**src/rtl/jtframe_vtiming_meter.sv**
```systemverilog
// Passive video timing meter: measures line and frame geometry from the timing
// generator strobes and publishes one coherent snapshot per frame.
module jtframe_vtiming_meter #(
  parameter int W  = 10,
  parameter int FW = 8
) (
  input  logic          clk,
  input  logic          rst,
  input  logic          pxl_cen,
  input  logic          LHBL,
  input  logic          LVBL,
  input  logic          HS,
  input  logic          VS,
  output logic [W-1:0]  htotal,
  output logic [W-1:0]  hactive,
  output logic [W-1:0]  hs_width,
  output logic [W-1:0]  vtotal,
  output logic [W-1:0]  vactive,
  output logic [W-1:0]  vs_lines,
  output logic [FW-1:0] frames,
  output logic          upd,
  output logic          valid,
  output logic          stable,
  output logic          ovf
);
  localparam logic [W-1:0]  MAX = {W{1'b1}};
  localparam logic [W-1:0]  ONE = W'(1);
  localparam logic [FW-1:0] FONE = FW'(1);

  typedef enum logic {WAIT_VS, MEAS} state_t;
  state_t r_st, w_st_nx;

  logic         r_hs_l, r_vs_l;
  logic [W-1:0] r_pcnt, r_acnt, r_scnt;
  logic [W-1:0] r_hsh, r_ash, r_ssh;
  logic [W-1:0] r_lcnt, r_vacnt, r_vscnt;
  logic         r_ovf_acc;

  logic         w_hs_rise, w_vs_rise, w_pub, w_fclr;
  logic         w_psat, w_lsat, w_ovf_nx;
  logic [W-1:0] w_pcnt_nx, w_acnt_nx, w_scnt_nx;
  logic [W-1:0] w_hsh, w_ash, w_ssh;
  logic [W-1:0] w_lcnt, w_vacnt, w_vscnt;

  function automatic logic [W-1:0] sat_inc(input logic [W-1:0] v, input logic inc);
    return (inc && v != MAX) ? v + ONE : v;
  endfunction

  assign w_hs_rise = pxl_cen & HS & ~r_hs_l;
  assign w_vs_rise = pxl_cen & VS & ~r_vs_l;

  // An HS rise restarts the line counters with the current cen already counted
  assign w_pcnt_nx = w_hs_rise ? ONE : sat_inc(r_pcnt, 1'b1);
  assign w_acnt_nx = w_hs_rise ? {{(W-1){1'b0}}, LHBL} : sat_inc(r_acnt, LHBL);
  assign w_scnt_nx = w_hs_rise ? {{(W-1){1'b0}}, HS}   : sat_inc(r_scnt, HS);
  assign w_psat    = ~w_hs_rise & ((r_pcnt == MAX) | (LHBL & (r_acnt == MAX)) |
                                   (HS & (r_scnt == MAX)));

  // Line close folded in combinationally so a coincident VS rise publishes it
  assign w_hsh   = w_hs_rise ? r_pcnt : r_hsh;
  assign w_ash   = w_hs_rise ? r_acnt : r_ash;
  assign w_ssh   = w_hs_rise ? r_scnt : r_ssh;
  assign w_lcnt  = sat_inc(r_lcnt,  w_hs_rise);
  assign w_vacnt = sat_inc(r_vacnt, w_hs_rise & LVBL);
  assign w_vscnt = sat_inc(r_vscnt, w_hs_rise & VS);
  assign w_lsat  = w_hs_rise & ((r_lcnt == MAX) | (LVBL & (r_vacnt == MAX)) |
                                (VS & (r_vscnt == MAX)));

  assign w_ovf_nx = r_ovf_acc | w_psat | w_lsat;

  always_comb begin
    w_st_nx = r_st;
    w_pub   = 1'b0;
    w_fclr  = 1'b0;
    case (r_st)
      WAIT_VS: if (w_vs_rise) begin
        w_st_nx = MEAS;
        w_fclr  = 1'b1;
      end
      MEAS: if (w_vs_rise) begin
        w_pub  = 1'b1;
        w_fclr = 1'b1;
      end
      default: w_st_nx = WAIT_VS;
    endcase
  end

  always_ff @(posedge clk) begin
    if (rst) begin
      r_st      <= WAIT_VS;
      r_hs_l    <= 1'b0;
      r_vs_l    <= 1'b0;
      r_pcnt    <= '0;
      r_acnt    <= '0;
      r_scnt    <= '0;
      r_hsh     <= '0;
      r_ash     <= '0;
      r_ssh     <= '0;
      r_lcnt    <= '0;
      r_vacnt   <= '0;
      r_vscnt   <= '0;
      r_ovf_acc <= 1'b0;
      htotal    <= '0;
      hactive   <= '0;
      hs_width  <= '0;
      vtotal    <= '0;
      vactive   <= '0;
      vs_lines  <= '0;
      frames    <= '0;
      upd       <= 1'b0;
      valid     <= 1'b0;
      stable    <= 1'b0;
      ovf       <= 1'b0;
    end else begin
      r_st <= w_st_nx;
      upd  <= w_pub;
      if (pxl_cen) begin
        r_hs_l <= HS;
        r_vs_l <= VS;
        r_pcnt <= w_pcnt_nx;
        r_acnt <= w_acnt_nx;
        r_scnt <= w_scnt_nx;
        r_hsh  <= w_hsh;
        r_ash  <= w_ash;
        r_ssh  <= w_ssh;
        if (w_fclr) begin
          r_lcnt    <= '0;
          r_vacnt   <= '0;
          r_vscnt   <= '0;
          r_ovf_acc <= 1'b0;
        end else begin
          r_lcnt    <= w_lcnt;
          r_vacnt   <= w_vacnt;
          r_vscnt   <= w_vscnt;
          r_ovf_acc <= w_ovf_nx;
        end
        if (w_pub) begin
          htotal   <= w_hsh;
          hactive  <= w_ash;
          hs_width <= w_ssh;
          vtotal   <= w_lcnt;
          vactive  <= w_vacnt;
          vs_lines <= w_vscnt;
          frames   <= frames + FONE;
          valid    <= 1'b1;
          stable   <= (w_hsh == htotal) & (w_lcnt == vtotal) & valid;
          ovf      <= w_ovf_nx;
        end
      end
    end
  end

endmodule

```
**config.mk**
```make
export PLATFORM = sky130hd
export DESIGN_NAME = jtframe_vtiming_meter
export DESIGN_NICKNAME = d
export VERILOG_FILES = /design/src/rtl/jtframe_vtiming_meter.sv
export SDC_FILE = /design/constraint.sdc
export NUM_CORES = 1
export LEC_CHECK = 0
export CORE_ASPECT_RATIO = 0.8
export CORE_MARGIN = 2
export CORE_UTILIZATION = 61
export DETAILED_ROUTE_END_ITERATION = 16
export GPL_ROUTABILITY_DRIVEN = 0
export GPL_TIMING_DRIVEN = 0
export PLACE_DENSITY = 0.85
export SLEW_MARGIN = 20
export SYNTH_ARGS = -nofsm -noshare
export SYNTH_HDL_FRONTEND = slang
export SYNTH_SLANG_ARGS = --single-unit
```
**constraint.sdc**
```tcl
create_clock -name clk -period 4.5 [get_ports clk]
set_input_delay 0.9 -clock clk [delete_from_list [all_inputs] [get_ports clk]]
set_output_delay 0.9 -clock clk [all_outputs]
set_load 0.005 [all_outputs]
```
==> impl_table.tex, run 1 <==
\begin{tabular}{lr}
\hline
Metric & Value \\
\hline
\multicolumn{2}{l}{\textbf{Global route}} \\
\quad Initial antenna violation count & 0 \\
\quad Wire length of the first global-routing pass & 32,980 um \\
\quad Vias in the first global route & 6,449 \\
\quad Pin count of the biggest net entering global routing & 17 \\
\quad Final global-route overflow total & 0 \\
\quad GRT Resource Usage Total & 31.25\% \\
\multicolumn{2}{l}{\textbf{STA}} \\
\quad Clock Skews & 0.01136 ns \\
\quad Setup repair after global routing missed its margin & no \\
\quad Worst-margin pin slew & 0.7524 ns \\
\quad Count of endpoints failing hold in the final timing report & 0 \\
\quad Period Utilization, post-route & 83.21\% \\
\quad Shortest period the worst path allows & 3.744 ns \\
\quad Max-slew violations & 0 \\
\quad Setup TNS & 0 ns \\
\quad Maximum clock frequency & 267.1 MHz \\
\quad Rel. slew slack & 49.84\% \\
\quad Finish-stage setup viols & 0 \\
\multicolumn{2}{l}{\textbf{Synthesis}} \\
\quad Number of warnings reported in the yosys synthesis log & 0 \\
\quad Main combinational cell family by area after synthesis & simple AND/OR/NAND/NOR gates \\
\quad Multiplexer area fraction after synthesis & 4.797\% \\
\quad Count of cell types in the netlist & 67 \\
\quad Mean Syn Cell Area & 8.595 um2 \\
\quad Async set-reset flop share out of synthesis & 0\% \\
\quad Post-synthesis xor/xnor area fraction & 6.693\% \\
\quad Sequential fraction of the synthesis area & 43.79\% \\
\quad Seq cells post-synth & 166 \\
\quad Post-Synthesis Net Count & 897 \\
\quad Arithmetic-cell share of the synthesized area counting full adders, half adders and majority gates & 1.154\% \\
\quad Fraction of the mapped netlist area in compound gates & 18.15\% \\
\quad Number of flops mapped to enable cells by yosys & 0 \\
\quad Post-synthesis share of cell area spent on and, or, nand and nor gates & 21.30\% \\
\quad Synth Cell Area & 0.007590 mm2 \\
\quad Cells after synthesis & 883 \\
\quad Primary FF master, synth & sky130\_fd\_sc\_hd\_\_dfxtp\_1 \\
\multicolumn{2}{l}{\textbf{Floorplanning}} \\
\quad Number of placed I/O pins & 79 \\
\quad Vertical die dimension & 103.8 um \\
\quad Starting Density & 62.41\% \\
\quad Area of the die & 0.01336 mm2 \\
\quad Standard-cell row count & 36 \\
\quad Overall die width & 128.7 um \\
\quad Placeable core region & 0.01216 mm2 \\
\multicolumn{2}{l}{\textbf{Critical path}} \\
\quad Startpoint-to-endpoint class of the critical path & input pin to register \\
\quad CP max-delay cell & sky130\_fd\_sc\_hd\_\_clkdlybuf4s50\_1 \\
\quad Cell mode on critical path & sky130\_fd\_sc\_hd\_\_clkbuf\_1 \\
\quad Startpoint kind of the worst setup timing path & input pin \\
\quad Critical Path Fanout Max & 10 \\
\quad Worst setup path endpoint & hs\_width[4] \\
\quad Reg-to-reg slack, setup & 1.54 ns \\
\quad RR Startpoint & r\_vs\_l \\
\quad Crit path capture type & register \\
\quad Chain of cells forming the critical path & clkdlybuf4s50\_1, inv\_1, nor2\_1, and2\_1, clkbuf\_1, clkbuf\_1, buf\_1, a211oi\_1 \\
\quad Crit path largest cell delay & 0.67 ns \\
\quad Endpoint of the most critical register-to-register path & hs\_width[4] \\
\quad CP required & 4.77 ns \\
\quad Launch point of the worst path & pxl\_cen \\
\quad Reg2reg path depth & 7 \\
\quad Arrival time of data at the critical path endpoint & 4.01 ns \\
\multicolumn{2}{l}{\textbf{Route}} \\
\quad Total detailed-routing wirelength & 20,650 um \\
\quad Antenna Violating Nets Remaining & 0 \\
\quad Total number of vias & 7,137 \\
\quad Detailed-route DRC error count & 0 \\
\quad Average detailed-routed wire length per instance & 18.05 um \\
\quad Via count normalized by instance count & 6.239 \\
\quad Starting DRT DRC Count & 800 \\
\quad Number of iterations in the first detailed-routing pass & 5 \\
\multicolumn{2}{l}{\textbf{Clock tree}} \\
\quad H-Tree Depth & 4 \\
\quad Clock Path Buffers & 2 \\
\quad Clock tree root driver cell & sky130\_fd\_sc\_hd\_\_clkbuf\_16 \\
\quad Number of clock buffers inserted by TritonCTS & 17 \\
\quad Clock slew at reported path FFs & 0.07 ns \\
\quad \# clock sinks & 166 \\
\quad Setup fix buffers added after clock tree synthesis & 0 \\
\quad Quantity of hold-fixing buffers added after cts & 0 \\
\quad Latest clock arrival within the worst-skew pair & 0.43 ns \\
\quad Cts repair resizes & 0 \\
\quad Clock tree from TritonCTS & yes \\
\multicolumn{2}{l}{\textbf{Layout}} \\
\quad Commonest non-fill, non-tap cell in the layout & sky130\_fd\_sc\_hd\_\_nor2\_1 \\
\quad Post-synthesis to final-layout area growth & 19.80\% \\
\quad Most used cells in the layout excluding fill and tap cells & sky130\_fd\_sc\_hd\_\_nor2\_1, sky130\_fd\_sc\_hd\_\_dfxtp\_1, sky130\_fd\_sc\_hd\_\_clkdlybuf4s50\_1, sky130\_fd\_sc\_hd\_\_a211oi\_1, sky130\_fd\_sc\_hd\_\_nand2\_1 \\
\quad Antenna cell count & 0 \\
\quad Fin nets & 993 \\
\quad Share of layout cells above drive strength 1 & 5.746\% \\
\multicolumn{2}{l}{\textbf{Hold path}} \\
\quad Path category of the worst min-delay check & register to register \\
\multicolumn{2}{l}{\textbf{Placement}} \\
\quad Total half-perimeter wirelength after legalization and detailed placement & 14,450 um \\
\quad Count of buffers from port buffering & 77 \\
\multicolumn{2}{l}{\textbf{Job}} \\
\quad Max-capacitance violation count & 0 \\
\multicolumn{2}{l}{\textbf{Power}} \\
\quad Cell area power density & 342.7 mW/mm2 \\
\quad Maximum vdd ir drop & 0.3121 mV \\
\quad Design Power & 0.003116 W \\
\quad Standby leakage power & 3.114 nW \\
\multicolumn{2}{l}{\textbf{Outcome}} \\
\quad Run status & finished clean \\
\hline
\end{tabular}
[worst min-delay path by stage]
stage / to / slack (ns) / depth (start not counted) / from
floorplan: r_ovf_acc / 0.43 / 2 / r_ovf_acc
global placement: r_ovf_acc / 0.44 / 2 / r_ovf_acc
detailed placement: r_ovf_acc / 0.45 / 2 / r_ovf_acc
CTS: r_ovf_acc / 0.48 / 2 / r_ovf_acc
global route: vtotal[4] / 0.50 / 2 / vtotal[4]
finish: r_ovf_acc / 0.48 / 2 / r_ovf_acc
[area by class of cell]
class	count	area (um2)
Clock buffer	23	447.9
Multi-Input combinational cell	643	3954
Inverter	12	45.04
Sequential cell	166	3323
Tap cell	152	190.2
Clock inverter	9	93.84
Buffer	62	267.8
Timing Repair Buffer	77	770.7
Fill cell	922	3069
[cells by family after synthesis]
kind of cell,Yosys count
AND/OR/NAND/NOR,343
AO/OA/AOI/OAI,199
flip-flops,166
buffers and inverters,74
XOR/XNOR,58
multiplexers,36
adder cells (fa/ha/maj),7
[where the power goes]
part / internal [W] / switching [W] / total [W]
registers: 0.00149 / 0.0000222 / 0.00152
logic: 0.0000896 / 0.000142 / 0.000231
clock network: 0.000768 / 0.000601 / 0.00137
[synth_stat cells, types with 6 or more instances]
cell                         n  area share, %
sky130_fd_sc_hd__nand3_1    19            1.3
sky130_fd_sc_hd__buf_2      10           0.66
sky130_fd_sc_hd__a21oi_1    38            2.5
sky130_fd_sc_hd__o22ai_1     6           0.49
sky130_fd_sc_hd__xnor2_1    27            3.1
sky130_fd_sc_hd__nor2b_1    10           0.82
sky130_fd_sc_hd__inv_1      12           0.59
sky130_fd_sc_hd__nand2b_1    6           0.49
sky130_fd_sc_hd__and4_1      8           0.92
sky130_fd_sc_hd__nand4_1    13            1.1
sky130_fd_sc_hd__mux2i_1    35            4.6
sky130_fd_sc_hd__clkbuf_1   40            2.0
sky130_fd_sc_hd__xor2_1     31            3.6
sky130_fd_sc_hd__o31ai_1     6           0.59
sky130_fd_sc_hd__and2_1      6           0.49
sky130_fd_sc_hd__a211oi_1   59            5.8
sky130_fd_sc_hd__or3_1       9           0.74
sky130_fd_sc_hd__buf_1       7           0.35
sky130_fd_sc_hd__nand2_1    55            2.7
sky130_fd_sc_hd__and3_1     14            1.2
sky130_fd_sc_hd__o21ai_0    37            2.4
sky130_fd_sc_hd__dfxtp_1   166             44
sky130_fd_sc_hd__nor2_1    171            8.5
sky130_fd_sc_hd__ha_1        7            1.2
sky130_fd_sc_hd__nor3_1     14           0.92
sky130_fd_sc_hd__a311oi_1    6           0.69
[flip-flops by register name (all words and copies together) (netlist names), 10 cells and up]
signal,cells
hactive,10
hs_width,10
htotal,10
r_acnt,10
r_ash,10
r_hsh,10
r_lcnt,10
r_pcnt,10
r_scnt,10
r_ssh,10
r_vacnt,10
r_vscnt,10
vactive,10
vs_lines,10
vtotal,10
[per-layer routing]
layer | global-route usage (%) | wire [um] | vias to the layer above
met1 | 45.16 | 9254 | 3377
li1 | - | - | 3328
met3 | 7.593 | 2157 | 50
met5 | 0 | 0 | -
met4 | 12.97 | 503 | 0
met2 | 44.48 | 8735 | 382
[per-stage QoR]
stage          hold WS (ns)  setup slack, ns  area, um2  instances  utilization [%]
2_1_floorplan        0.4257            2.124       7590        883                -
3_3_place_gp         0.4404           0.5191       8551       1112            70.31
3_5_place_dp         0.4540           0.4119       8551       1112            70.31
4_1_cts              0.4812           0.8641       9092       1144            74.76
5_1_grt              0.4959           0.7477       9092       1144            74.76
6_report             0.4841           0.7556       9092       1144            74.76
[worst max-delay path, delay by kind of cell]
family	cells	cell delay [ns]
AND/OR/NAND/NOR	2	0.36
AO/OA/AOI/OAI	1	0.19
buffers and inverters	5	2.55
Note: power is estimated with default switching activity, not from simulation.
==> run 2, diff against run 1 <==
--- a/config.mk
+++ b/config.mk
@@ -7,11 +7,11 @@
 export LEC_CHECK = 0
 export CORE_ASPECT_RATIO = 0.8
 export CORE_MARGIN = 2
-export CORE_UTILIZATION = 61
+export CORE_UTILIZATION = 57
 export DETAILED_ROUTE_END_ITERATION = 16
 export GPL_ROUTABILITY_DRIVEN = 0
 export GPL_TIMING_DRIVEN = 0
-export PLACE_DENSITY = 0.85
+export PLACE_DENSITY = 0.8
 export SLEW_MARGIN = 20
 export SYNTH_ARGS = -nofsm -noshare
 export SYNTH_HDL_FRONTEND = slang
==> constraint.sdc (replaced) <==
create_clock -name clk -period 3.5 [get_ports clk]
set_input_delay 0.7 -clock clk [delete_from_list [all_inputs] [get_ports clk]]
set_output_delay 0.7 -clock clk [all_outputs]
set_load 0.005 [all_outputs]
==> impl_table.tex, run 2 (same netlist as run 1, synthesis figures left out) <==
\begin{tabular}{lr}
\hline
Metric & Value \\
\hline
\multicolumn{2}{l}{\textbf{Critical path}} \\
\quad Startpoint-to-endpoint class of the critical path & input pin to register \\
\quad Reg-to-reg slack, setup & 0.67 ns \\
\quad Launch point of the worst path & pxl\_cen \\
\quad Critical Path Fanout Max & 10 \\
\quad Arrival time of data at the critical path endpoint & 3.61 ns \\
\quad Startpoint kind of the worst setup timing path & input pin \\
\quad Reg2reg path depth & 9 \\
\quad Crit path capture type & register \\
\quad RR Startpoint & r\_lcnt[0] \\
\quad Endpoint of the most critical register-to-register path & stable \\
\quad CP required & 3.76 ns \\
\quad Worst setup path endpoint & vtotal[0] \\
\multicolumn{2}{l}{\textbf{Floorplanning}} \\
\quad Overall die width & 133.0 um \\
\quad Standard-cell row count & 37 \\
\quad Placeable core region & 0.01292 mm2 \\
\quad Vertical die dimension & 107.2 um \\
\quad Number of placed I/O pins & 79 \\
\quad Area of the die & 0.01426 mm2 \\
\quad Starting Density & 58.76\% \\
\multicolumn{2}{l}{\textbf{Route}} \\
\quad Via count normalized by instance count & 5.981 \\
\quad Starting DRT DRC Count & 893 \\
\quad WL met3 & 1850 um \\
\quad Routed length on met2 & 8875 um \\
\quad Total number of vias & 6,974 \\
\quad Antenna Violating Nets Remaining & 0 \\
\quad Number of iterations in the first detailed-routing pass & 5 \\
\quad Total detailed-routing wirelength & 21,150 um \\
\quad Detailed-route DRC error count & 0 \\
\quad Average detailed-routed wire length per instance & 18.14 um \\
\quad Highest routing layer actually used & met4 \\
\quad Met1 wire length & 9938 um \\
\multicolumn{2}{l}{\textbf{Layout}} \\
\quad Share of layout cells above drive strength 1 & 6.256\% \\
\quad Most used cells in the layout excluding fill and tap cells & sky130\_fd\_sc\_hd\_\_nor2\_1, sky130\_fd\_sc\_hd\_\_dfxtp\_1, sky130\_fd\_sc\_hd\_\_clkdlybuf4s50\_1, sky130\_fd\_sc\_hd\_\_a211oi\_1, sky130\_fd\_sc\_hd\_\_nand2\_1 \\
\quad Non-filler instance count after layout & 1,166 \\
\quad Antenna cell count & 0 \\
\quad Final design utilization & 71.27\% \\
\quad Post-synthesis to final-layout area growth & 21.28\% \\
\quad Fin nets & 993 \\
\quad Commonest non-fill, non-tap cell in the layout & sky130\_fd\_sc\_hd\_\_nor2\_1 \\
\multicolumn{2}{l}{\textbf{Power}} \\
\quad Design Power & 0.004239 W \\
\quad Maximum vdd ir drop & 0.3415 mV \\
\quad Standby leakage power & 3.160 nW \\
\quad Cell area power density & 460.5 mW/mm2 \\
\multicolumn{2}{l}{\textbf{Placement}} \\
\quad Total half-perimeter wirelength after legalization and detailed placement & 14,560 um \\
\quad Placed Cells & 1,135 \\
\quad Worst setup slack after placement & -0.2945 ns \\
\quad Count of buffers from port buffering & 77 \\
\multicolumn{2}{l}{\textbf{STA}} \\
\quad Count of endpoints failing hold in the final timing report & 0 \\
\quad Max-slew violations & 0 \\
\quad Clock Skews & 0.01176 ns \\
\quad Shortest period the worst path allows & 3.343 ns \\
\quad Finish-stage setup viols & 0 \\
\quad Worst-margin pin slew & 0.7184 ns \\
\quad Final worst setup slack & 0.1570 ns \\
\quad Setup repair after global routing missed its margin & no \\
\quad Period Utilization, post-route & 95.52\% \\
\quad Hold slack final & 0.4718 ns \\
\quad Rel. slew slack & 52.10\% \\
\quad Maximum clock frequency & 299.1 MHz \\
\multicolumn{2}{l}{\textbf{Clock tree}} \\
\quad Quantity of hold-fixing buffers added after cts & 0 \\
\quad Number of clock buffers inserted by TritonCTS & 17 \\
\quad Clock slew at reported path FFs & 0.07 ns \\
\quad H-Tree Depth & 4 \\
\quad Clock Path Buffers & 2 \\
\quad Setup fix buffers added after clock tree synthesis & 0 \\
\quad Clock tree from TritonCTS & yes \\
\quad Clock tree root driver cell & sky130\_fd\_sc\_hd\_\_clkbuf\_16 \\
\quad Latest clock arrival within the worst-skew pair & 0.43 ns \\
\quad \# clock sinks & 166 \\
\multicolumn{2}{l}{\textbf{Outcome}} \\
\quad Run status & finished clean \\
\multicolumn{2}{l}{\textbf{Global route}} \\
\quad Initial antenna violation count & 0 \\
\quad Final global-route overflow total & 0 \\
\quad Wire length of the first global-routing pass & 33,870 um \\
\quad Pin count of the biggest net entering global routing & 17 \\
\quad GRT Resource Usage Total & 30.24\% \\
\quad Vias in the first global route & 6,478 \\
\multicolumn{2}{l}{\textbf{Job}} \\
\quad Max-capacitance violation count & 0 \\
\multicolumn{2}{l}{\textbf{Hold path}} \\
\quad Path category of the worst min-delay check & register to register \\
\hline
\end{tabular}
==> run 2: cell count changes in the layout (fill, tap and decap cells not counted) <==
cell | previous run | this run
sky130_fd_sc_hd__bufinv_16 | 1 | 3
sky130_fd_sc_hd__clkinv_4 | 2 | 1
sky130_fd_sc_hd__clkinv_2 | 1 | 0
sky130_fd_sc_hd__clkbuf_2 | 0 | 1
sky130_fd_sc_hd__clkbuf_1 | 46 | 40
sky130_fd_sc_hd__clkbuf_8 | 0 | 4
==> run 2: critical path: stages <==
cell and delay [ns]:
sky130_fd_sc_hd__clkdlybuf4s50_1 0.66, sky130_fd_sc_hd__inv_1 0.12, sky130_fd_sc_hd__nor2_1 0.18, sky130_fd_sc_hd__and2_1 0.15
sky130_fd_sc_hd__clkbuf_1 0.55, sky130_fd_sc_hd__clkbuf_2 0.46, sky130_fd_sc_hd__buf_1 0.60, sky130_fd_sc_hd__a211oi_1 0.18
==> run 2: final cells by class <==
type / instances / area, um2
Inverter: 12 / 45.04
Multi-Input combinational cell: 643 / 3954
Tap cell: 175 / 219.0
Clock inverter: 9 / 140.1
Fill cell: 1029 / 3711
Sequential cell: 166 / 3323
Buffer: 62 / 269.0
Clock buffer: 22 / 484.2
Timing Repair Buffer: 77 / 770.7
==> run 2: stage by stage <==
stage,instance area (um2),setup TNS [ns]
after floorplan,7590,0
after global placement,8579,-8.522
after detailed placement,8579,-8.795
after CTS,9204,0
after global routing,9205,0
final,9205,0
==> run 2: worst min path at each step <==
| stage | start | to | slack [ns] | cells after the start |
|---|---|---|---|---|
| floorplan | r_ovf_acc | r_ovf_acc | 0.43 | 2 |
| global placement | r_ovf_acc | r_ovf_acc | 0.44 | 2 |
| detailed placement | r_ovf_acc | r_ovf_acc | 0.44 | 2 |
| CTS | r_ovf_acc | r_ovf_acc | 0.46 | 2 |
| global route | r_ovf_acc | r_ovf_acc | 0.48 | 2 |
| finish | r_ovf_acc | r_ovf_acc | 0.47 | 2 |
==> run 2: routing by layer <==
metal  vias to the layer above  GRT usage, %
met5                         -             0
met4                         0         11.37
met3                        43         6.336
met2                       337         43.63
met1                      3266         44.27
li1                       3328             -
==> run 2: power by group <==
group	leakage, nW	total, W	internal (W)	switching, W
sequential	1.34	0.00195	0.00192	0.0000281
clock	0.300	0.00199	0.00120	0.000787
combinational	1.52	0.000299	0.000115	0.000184
==> run 2: what timing repair did <==
action,4_1_cts,5_1_grt
hold endpoints to repair,0,0
endpoints found under the setup margin,0,20
gates resized for setup,0,2
